File: config.mk
export PLATFORM = sky130hd
export DESIGN_NAME = clk_strobe_gen_flat
export DESIGN_NICKNAME = d
export VERILOG_FILES = /design/src/rtl/clk_strobe_gen_if.sv /design/src/rtl/clk_strobe_gen.sv /design/src/flat_wrapper.sv
export SDC_FILE = /design/constraint.sdc
export NUM_CORES = 1
export LEC_CHECK = 0
export CAP_MARGIN = 0
export CORE_MARGIN = 4
export CORE_UTILIZATION = 48
export DETAILED_ROUTE_END_ITERATION = 12
export PLACE_DENSITY = 0.72
export SLEW_MARGIN = 20
export SYNTH_ARGS = -nofsm -noshare
export SYNTH_HDL_FRONTEND = slang
export SYNTH_SLANG_ARGS = --single-unit
File: constraint.sdc
create_clock -name clk_sys -period 1.7 [get_ports clk_sys]
set_clock_uncertainty 0.2 [all_clocks]
set_input_delay 0.34 -clock clk_sys [delete_from_list [all_inputs] [get_ports clk_sys]]
set_output_delay 0.34 -clock clk_sys [all_outputs]
set_load 0.005 [all_outputs]
File: src/rtl/clk_strobe_gen_if.sv
// Strobe generator interface: speed/pause requests in, timing strobes and the
// effective CPU multiplier out.
interface clk_strobe_gen_if #(
    parameter int MAX_MULT = 2
);
    localparam int MW = (MAX_MULT > 1) ? $clog2(MAX_MULT) : 1;

    logic [MW-1:0] speed;
    logic          pause;
    logic          clk_f1;
    logic          clk_f2;
    logic          clk_periph;
    logic          clk_pix;
    logic          clk_pix2x;
    logic          clk_ps2;
    logic          period_start;
    logic [MW-1:0] mult_o;

    modport master (
        output speed, pause,
        input  clk_f1, clk_f2, clk_periph, clk_pix, clk_pix2x, clk_ps2,
        input  period_start, mult_o
    );

    modport slave (
        input  speed, pause,
        output clk_f1, clk_f2, clk_periph, clk_pix, clk_pix2x, clk_ps2,
        output period_start, mult_o
    );
endinterface

File: src/rtl/clk_strobe_gen.sv
// Single-clock strobe generator: CPU f1/f2 pairs at 1..MAX_MULT per period, plus
// peripheral, video and PS/2 strobes. Define STROBE_PS2_EN to build the PS/2 counter.
module clk_strobe_gen #(
    parameter int CPU_DIV       = 28,
    parameter int MAX_MULT      = 2,
    parameter int F2_OFFSET     = 2,
    parameter int PERIPH_OFFSET = 4,
    parameter int PIX_DIV       = 6,
    parameter int PS2_DIV       = 3571
) (
    input  logic              clk_sys,
    input  logic              reset_n,
    clk_strobe_gen_if.slave   bus
);
    localparam int MW  = (MAX_MULT > 1) ? $clog2(MAX_MULT) : 1;
    localparam int PW  = (CPU_DIV > 1) ? $clog2(CPU_DIV) : 1;
    localparam int KW  = $clog2(MAX_MULT + 1);
    localparam int XW  = (PIX_DIV > 1) ? $clog2(PIX_DIV) : 1;

    logic [PW-1:0] phase;
    logic [PW-1:0] slot;
    logic [KW-1:0] k;
    logic [MW-1:0] mult_q;
    logic          armed;
    logic [XW-1:0] pix_cnt;

    logic [PW-1:0] slot_last_tab [MAX_MULT];
    logic [PW-1:0] slot_last;
    logic [MW-1:0] speed_clamped;
    logic          k_active;

    // Last slot index for each multiplier, fixed at elaboration.
    for (genvar m = 0; m < MAX_MULT; m++) begin : g_slot_tab
        assign slot_last_tab[m] = PW'(CPU_DIV / (m + 1) - 1);
    end

    assign slot_last     = slot_last_tab[mult_q];
    assign speed_clamped = (int'(bus.speed) >= MAX_MULT) ? MW'(MAX_MULT - 1) : bus.speed;
    assign k_active      = (int'(k) <= int'(mult_q));

    // NOTE: every register below uses <= so all strobes decode the same
    // pre-edge counter values regardless of statement order.
    always_ff @(posedge clk_sys or negedge reset_n) begin
        if (!reset_n) begin
            phase  <= '0;
            slot   <= '0;
            k      <= '0;
            mult_q <= '0;
        end else if (phase == PW'(CPU_DIV - 1)) begin
            phase  <= '0;
            slot   <= '0;
            k      <= '0;
            mult_q <= speed_clamped;
        end else begin
            phase <= phase + 1'b1;
            if (slot != slot_last) begin
                slot <= slot + 1'b1;
            end else if (k_active) begin
                // The last slot of the period parks at slot_last until the wrap.
                k <= k + 1'b1;
                if (int'(k) < int'(mult_q)) slot <= '0;
            end
        end
    end

    // armed stays set only while pause has been low since this slot's f1 edge,
    // so an f2 can never appear without its matching f1.
    always_ff @(posedge clk_sys or negedge reset_n) begin
        if (!reset_n) begin
            armed <= 1'b0;
        end else if (slot == '0) begin
            armed <= !bus.pause;
        end else begin
            armed <= armed && !bus.pause;
        end
    end

    always_ff @(posedge clk_sys or negedge reset_n) begin
        if (!reset_n) begin
            bus.clk_f1       <= 1'b0;
            bus.clk_f2       <= 1'b0;
            bus.clk_periph   <= 1'b0;
            bus.period_start <= 1'b0;
        end else begin
            bus.clk_f1       <= (slot == '0) && k_active && !bus.pause;
            bus.clk_f2       <= (slot == PW'(F2_OFFSET)) && k_active && !bus.pause &&
                                (armed || (F2_OFFSET == 0));
            bus.clk_periph   <= (phase == PW'(PERIPH_OFFSET));
            bus.period_start <= (phase == '0);
        end
    end

    assign bus.mult_o = mult_q;

    always_ff @(posedge clk_sys or negedge reset_n) begin
        if (!reset_n) begin
            pix_cnt       <= '0;
            bus.clk_pix   <= 1'b0;
            bus.clk_pix2x <= 1'b0;
        end else begin
            pix_cnt       <= (pix_cnt == XW'(PIX_DIV - 1)) ? '0 : pix_cnt + 1'b1;
            bus.clk_pix   <= (pix_cnt == '0);
            bus.clk_pix2x <= (pix_cnt == '0) || (pix_cnt == XW'(PIX_DIV / 2));
        end
    end

`ifdef STROBE_PS2_EN
    localparam int SW = (PS2_DIV > 1) ? $clog2(PS2_DIV) : 1;
    logic [SW-1:0] ps2_cnt;

    always_ff @(posedge clk_sys or negedge reset_n) begin
        if (!reset_n) begin
            ps2_cnt     <= '0;
            bus.clk_ps2 <= 1'b0;
        end else begin
            ps2_cnt     <= (ps2_cnt == SW'(PS2_DIV - 1)) ? '0 : ps2_cnt + 1'b1;
            bus.clk_ps2 <= (ps2_cnt == '0);
        end
    end
`else
    assign bus.clk_ps2 = 1'b0 && (PS2_DIV > 0);
`endif
endmodule
File: src/flat_wrapper.sv
// flat-port wrapper written by rule: the top's interface ports become plain ports
module clk_strobe_gen_flat 
#(
    parameter int CPU_DIV       = 28,
    parameter int MAX_MULT      = 2,
    parameter int F2_OFFSET     = 2,
    parameter int PERIPH_OFFSET = 4,
    parameter int PIX_DIV       = 6,
    parameter int PS2_DIV       = 3571
)
  (clk_sys, reset_n, bus_speed, bus_pause, bus_clk_f1, bus_clk_f2, bus_clk_periph, bus_clk_pix, bus_clk_pix2x, bus_clk_ps2, bus_period_start, bus_mult_o);
  clk_strobe_gen_if #(.MAX_MULT(MAX_MULT)) bus_i ();
  input  logic clk_sys;
  input  logic reset_n;
  input wire logic [$bits(bus_i.speed)-1:0] bus_speed;
  input wire logic [$bits(bus_i.pause)-1:0] bus_pause;
  output wire logic [$bits(bus_i.clk_f1)-1:0] bus_clk_f1;
  output wire logic [$bits(bus_i.clk_f2)-1:0] bus_clk_f2;
  output wire logic [$bits(bus_i.clk_periph)-1:0] bus_clk_periph;
  output wire logic [$bits(bus_i.clk_pix)-1:0] bus_clk_pix;
  output wire logic [$bits(bus_i.clk_pix2x)-1:0] bus_clk_pix2x;
  output wire logic [$bits(bus_i.clk_ps2)-1:0] bus_clk_ps2;
  output wire logic [$bits(bus_i.period_start)-1:0] bus_period_start;
  output wire logic [$bits(bus_i.mult_o)-1:0] bus_mult_o;
  assign bus_i.speed = bus_speed;
  assign bus_i.pause = bus_pause;
  assign bus_clk_f1 = bus_i.clk_f1;
  assign bus_clk_f2 = bus_i.clk_f2;
  assign bus_clk_periph = bus_i.clk_periph;
  assign bus_clk_pix = bus_i.clk_pix;
  assign bus_clk_pix2x = bus_i.clk_pix2x;
  assign bus_clk_ps2 = bus_i.clk_ps2;
  assign bus_period_start = bus_i.period_start;
  assign bus_mult_o = bus_i.mult_o;
  clk_strobe_gen #(.CPU_DIV(CPU_DIV), .MAX_MULT(MAX_MULT), .F2_OFFSET(F2_OFFSET), .PERIPH_OFFSET(PERIPH_OFFSET), .PIX_DIV(PIX_DIV), .PS2_DIV(PS2_DIV)) u_core (.clk_sys(clk_sys), .reset_n(reset_n), .bus(bus_i));
endmodule
**Word-level counts from Yosys, hierarchy flattened**

Cells that the tools add are included.

- Add/subtract/negate cells: 4
- Magnitude comparators: 3
- Equality and inequality tests: 7
- Mux-type cells: 13
- Bitwise logic cells: 1
- Reductions and logical operators: 16

Operator list:

| kind | count |
|---|---|
| $mux W5 | 8 |
| $add A5 B1 Y5 const B | 2 |
| $logic_not A5 Y1 | 2 |
| $logic_and A1 B1 Y1 | 6 |
| $mux W2 | 3 |
| $reduce_bool A3 Y1 | 2 |
| $eq A5 B2 Y1 const B | 1 |
| $eq A5 B3 Y1 const B | 1 |
| $eq A5 B5 Y1 const B | 1 |
| $ne A5 B5 Y1 | 1 |
| $reduce_and A2 Y1 | 2 |
| $add A3 B1 Y3 const B | 1 |
| $eq A3 B2 Y1 const B | 1 |
| $eq A3 B3 Y1 const B | 1 |
| $logic_not A3 Y1 | 1 |
| $mux W3 | 1 |
| $add A2 B1 Y2 const B | 1 |
| $ge A2 B2 Y1 const B | 1 |
| $le A2 B1 Y1 | 1 |
| $lt A2 B1 Y1 | 1 |
| $ne A2 B1 Y1 const B | 1 |
| $not A1 Y2 | 1 |
| $reduce_bool A2 Y1 | 1 |
| $logic_not A1 Y1 | 1 |
| other kinds (2) | 2 |

- Register bits after elaboration: 23
- Input bits: 4
- Output and inout bits: 8
- Logic and storage cells: 56

**Depth between registers and ports, before layout**

Gate-level depths: netlist of run 1.

- Depth in word-level cells: 7
- Gate-level depth with buffers: 6
- Mapped depth without buffers: 6

**Worst setup path before layout of run 1**

OpenSTA, ideal clock, no wires.

- Kind: reg-to-reg
- Start point: register u_core.phase[0]
- End point: register u_core.mult_q (netlist: u_core.bus.mult_o)
- Setup time: 125 ps
- Arrival time: 1303 ps
- Setup slack: 73 ps
- Cell stages (with the launch flop): 5
- Clock period less this slack: 1627 ps
- Cells stage by stage: dfrtp_1 ha_1 nand4b_1 clkbuf_1 mux2_2

- Word-level cells in the longest chain between the ends: 1

RTL lines:

| item | line | text |
|---|---|---|
| start, declared | clk_strobe_gen.sv:20 | `logic [PW-1:0] phase;` |
| start signal, assigned | clk_strobe_gen.sv:55 | `phase <= phase + 1'b1;` |
| $eq A5 B5 Y1 | clk_strobe_gen.sv:49 | `end else if (phase == PW'(CPU_DIV - 1)) begin` |
| end signal, assigned | clk_strobe_gen.sv:53 | `mult_q <= speed_clamped;` |
| end, declared | clk_strobe_gen.sv:23 | `logic [MW-1:0] mult_q;` |

Every way passes these cells.
A chain may end at the register's enable or synchronous reset.

**Worst setup path after layout of run 1**

- Start point: register u_core.mult_q (netlist: u_core.bus.mult_o)
- End point: output bus_mult_o

RTL lines:

| item | line | text |
|---|---|---|
| end, declared | flat_wrapper.sv:24 | `output wire logic [$bits(bus_i.mult_o)-1:0] bus_mult_o;` |

No word-level cell between the ends.

==> results of run 1 <==
-- final timing paths --
path                                    from                      end  cells after the start
max in group asynchronous            reset_n           u_core.slot[0]                      2
hold reg to reg            u_core.pix_cnt[1]       u_core.bus.clk_pix                      1
setup reg to reg           u_core.bus.mult_o           u_core.slot[1]                      6
min in group clk_sys       u_core.pix_cnt[1]       u_core.bus.clk_pix                      1
hold / removal                       reset_n  u_core.bus.period_start                      2
setup / recovery           u_core.bus.mult_o               bus_mult_o                      2
-- layout make-up --
class                   instances  area share [%]
inverters                       9            2.59
repair buffers                 18            13.3
well taps                      27            2.59
clock buffers                   4            2.02
multi-input cells              62            35.3
flip-flops and latches         23            44.1
-- state kept, by name (all words and copies together), names as in the netlist, 2 cells and up --
| signal | count |
|---|---|
| u_core.k | 2 |
| u_core.slot | 5 |
| u_core.phase | 5 |
| u_core.pix_cnt | 3 |
-- per-stage QoR --
step,std cells,area [um2],TNS [ps]
3_5_place_dp,139,1240,0
5_1_grt,143,1300,-114
4_1_cts,143,1270,0
6_report,143,1300,0
3_3_place_gp,139,1240,0
2_1_floorplan,97,1070,0
-- report_power, final --
group | leakage [nW] | switching [mW] | total [mW] | internal [mW]
sequential | 0.277 | 0.0870 | 0.719 | 0.632
clock | 0.0150 | 0.152 | 0.244 | 0.0914
combinational | 0.379 | 0.247 | 0.484 | 0.237
total | 0.672 | 0.486 | 1.45 | 0.960
-- Yosys cell counts (all sizes together) --
cell    instances  area [um2]
nand2b          1        6.26
nand4b          1        8.76
o41ai           1        8.76
buf             2        18.8
nand2           5        18.8
nor2            6        25.0
a21oi           2        10.0
and2            2        12.5
nor4b           2        17.5
a31oi           1        6.26
xor2            1        8.76
ha              7        87.6
nand3           5        25.0
o21a            3        22.5
nor3            4        20.0
and4bb          2        25.0
mux2            2        22.5
a311oi          1        8.76
and4            1        8.76
o311ai          1        8.76
conb            1        3.75
or2             2        12.5
clkbuf          1        3.75
and3            2        12.5
inv             9        33.8
a211oi          1        7.51
o211ai          1        12.5
dfrtp          23         576
a21boi          1        7.51
o21ai           6        30.0
-- per-layer routing --
layer  vias to the layer above  part of all wire [%]  GRT usage (%)
met3                         2                   3.3           2.80
met4                         0                  0.64           4.17
met2                         7                    54           24.5
met5                         -                     0              0
met1                       378                    42           16.0
li1                        374                     -              -
-- repair_timing --
action	4_1_cts	5_1_grt
endpoints found under the setup margin	2	14
gates resized for setup	2	11
hold buffers	0	0
buffers inserted	0	0
-- cells by family (layout without fill, tap and decap cells) --
family                     after synthesis  in the layout
DFF                                     23             23
adders and majority gates                7              7
buffers and inverters                   12             31
AOI/OAI and AO/OA                       18             18
muxes                                    2              2
xor gates and xnor gates                 1              1
other                                    1              1
and+or+nand+nor                         33             33
==> impl_results.md, run 1 <==
* Area fraction in compound gates after synthesis at 11.5%
* Clock insertion delay at the later pin of the skew report at 300 ps
* Vias per inst at 5.32
* Starting utilization of the core area at 52.4%
* Max H-tree Level at 1
* Core region area at 2040 um2
* Highest fanout seen on the critical path at 3
* Clock edge transition at the registers on the reported setup and hold paths at 120 ps
* Via count of the first global-routing pass at 790
* Proportion of layout cells with a drive suffix above 1 at 17.2%
* Count of maximum capacitance violations at 0
* Count of unresolved DRC violations after routing at 0
* IO Pins at 12
* Net count of the mapped netlist at 108
* Gp weighted congestion at just under 0.9
* First-pass GRT wire length at 3.42 mm
* Clk root buf: sky130_fd_sc_hd__clkbuf_4
* Largest net degree at the start of global routing at 24
* Final total power at 1.45 mW
* Worst Setup Path Type: reg2out
* Post-Syn Instances at 97
* Clock tree buffer depth at 2
* Number of core rows at 16
* Fraction of the mapped netlist area in adder cells at just over 8%
* Final-stage net count at 128
* Total Die Area at 3050 um2
* Total power per unit cell area at 1110 nW/um2
* Yosys warning total at 0
* Status: finished clean
* Routed WL per cell at 13.2 um
* Mux cell area share after synthesis at 2.11%
* Hold slack final at 169 ps
* Number of setup violations in the final report at 0
* Register area share after synthesis at 53.8%
* Post-Synth XOR/XNOR Area at 0.819%
* Fill cell total of the finished layout at around 170
* TritonCTS buffer count at 3
* Endpoint type of the worst setup path: output port
* CP top delay family: flip-flops
* Critical Path Start Type: flop
* Num Clock Sinks at 23
* Combined area of all synthesized cells at between 1000 and 1500 um2
* DP Worst Slack at 6.51 ps
* Total routed wirelength at 1.89 mm
* Leading cell type in the layout, fill and taps excluded: sky130_fd_sc_hd__dfrtp_1
* Number of antenna violations at the first check in global routing at 0
* Unrepaired setup endpoints after global routing: yes
* Area growth, synth to finish at 21.9%
* Buffers & Inverters on Critical Path at 2
* PnR worst setup slack at approximately 50 ps
* Critical path, cell by cell: buf_4 > dlygate4sd2_1
* Total global-route track usage at 13.6%
* Simple-gate share of the synthesized area at 18.0%
* N_diodes at 0
* Post-synthesis cell type count at 32
* Worst min-delay path class: in2async
* Worst ir drop on vdd at 0.000832 V
* First-pass detailed-route iteration total at 4
* Synthesis-stage register bit count at 23
* Post-route ant nets at 0
* CTS tree: done
* Sequential cell area at 576 um2
* Delay of the slowest cell on the worst path at roughly 400 ps
* Register-to-register path setup slack at approximately 70 ps
* Average footprint of a synthesized cell at 11.0 um2
* Pins Over Slew Limit at 0
* Required time at the worst-slack endpoint at 1160 ps
* Number of buffers inserted by port buffering at 10
* Count of endpoints failing hold in the final timing report at 0
* Upper clock frequency limit at 0.606 GHz
* Endpoint arrival time on the critical path at 1110 ps
* Worst-path cell with the longest stage delay: sky130_fd_sc_hd__dfrtp_1
* Tmin final at 1650 ps
* GRT overflow at 0
* Overall die width at 55.2 um
* Routed via count at 761
* Commonest cells after routing, fill and taps aside: sky130_fd_sc_hd__dfrtp_1 (23), sky130_fd_sc_hd__inv_1 (9), sky130_fd_sc_hd__buf_4 (8), sky130_fd_sc_hd__ha_1 (7), sky130_fd_sc_hd__dlymetal6s2s_1 (6)
* DPL Wire Length at 1.39 mm
* Die boundary height at 55.2 um
* Total area of multi-input combinational cells at 460 um2
* Final cycle utilization of the critical path at 97.0%
* Leakage dissipation at 0.672 nW
* Dominant combinational cell family by area after synthesis: simple AND/OR/NAND/NOR gates
* Final core area utilization at 63.8%
* DRC violation total after the first TritonRoute iteration at 14
No activity file was read; power rests on OpenSTA's default activity.
==> inputs of run 2 (changes only) <==
Settings changed: CAP_MARGIN 0 to 20.
==> results of run 2 <==
The final DEF is identical to that of run 1; final timing and power are the same.
==> inputs of run 3 (changes only) <==
Settings changed: CTS_CLUSTER_SIZE set to 14.
==> results of run 3 <==
The final DEF is identical to that of run 1; final timing and power are the same.
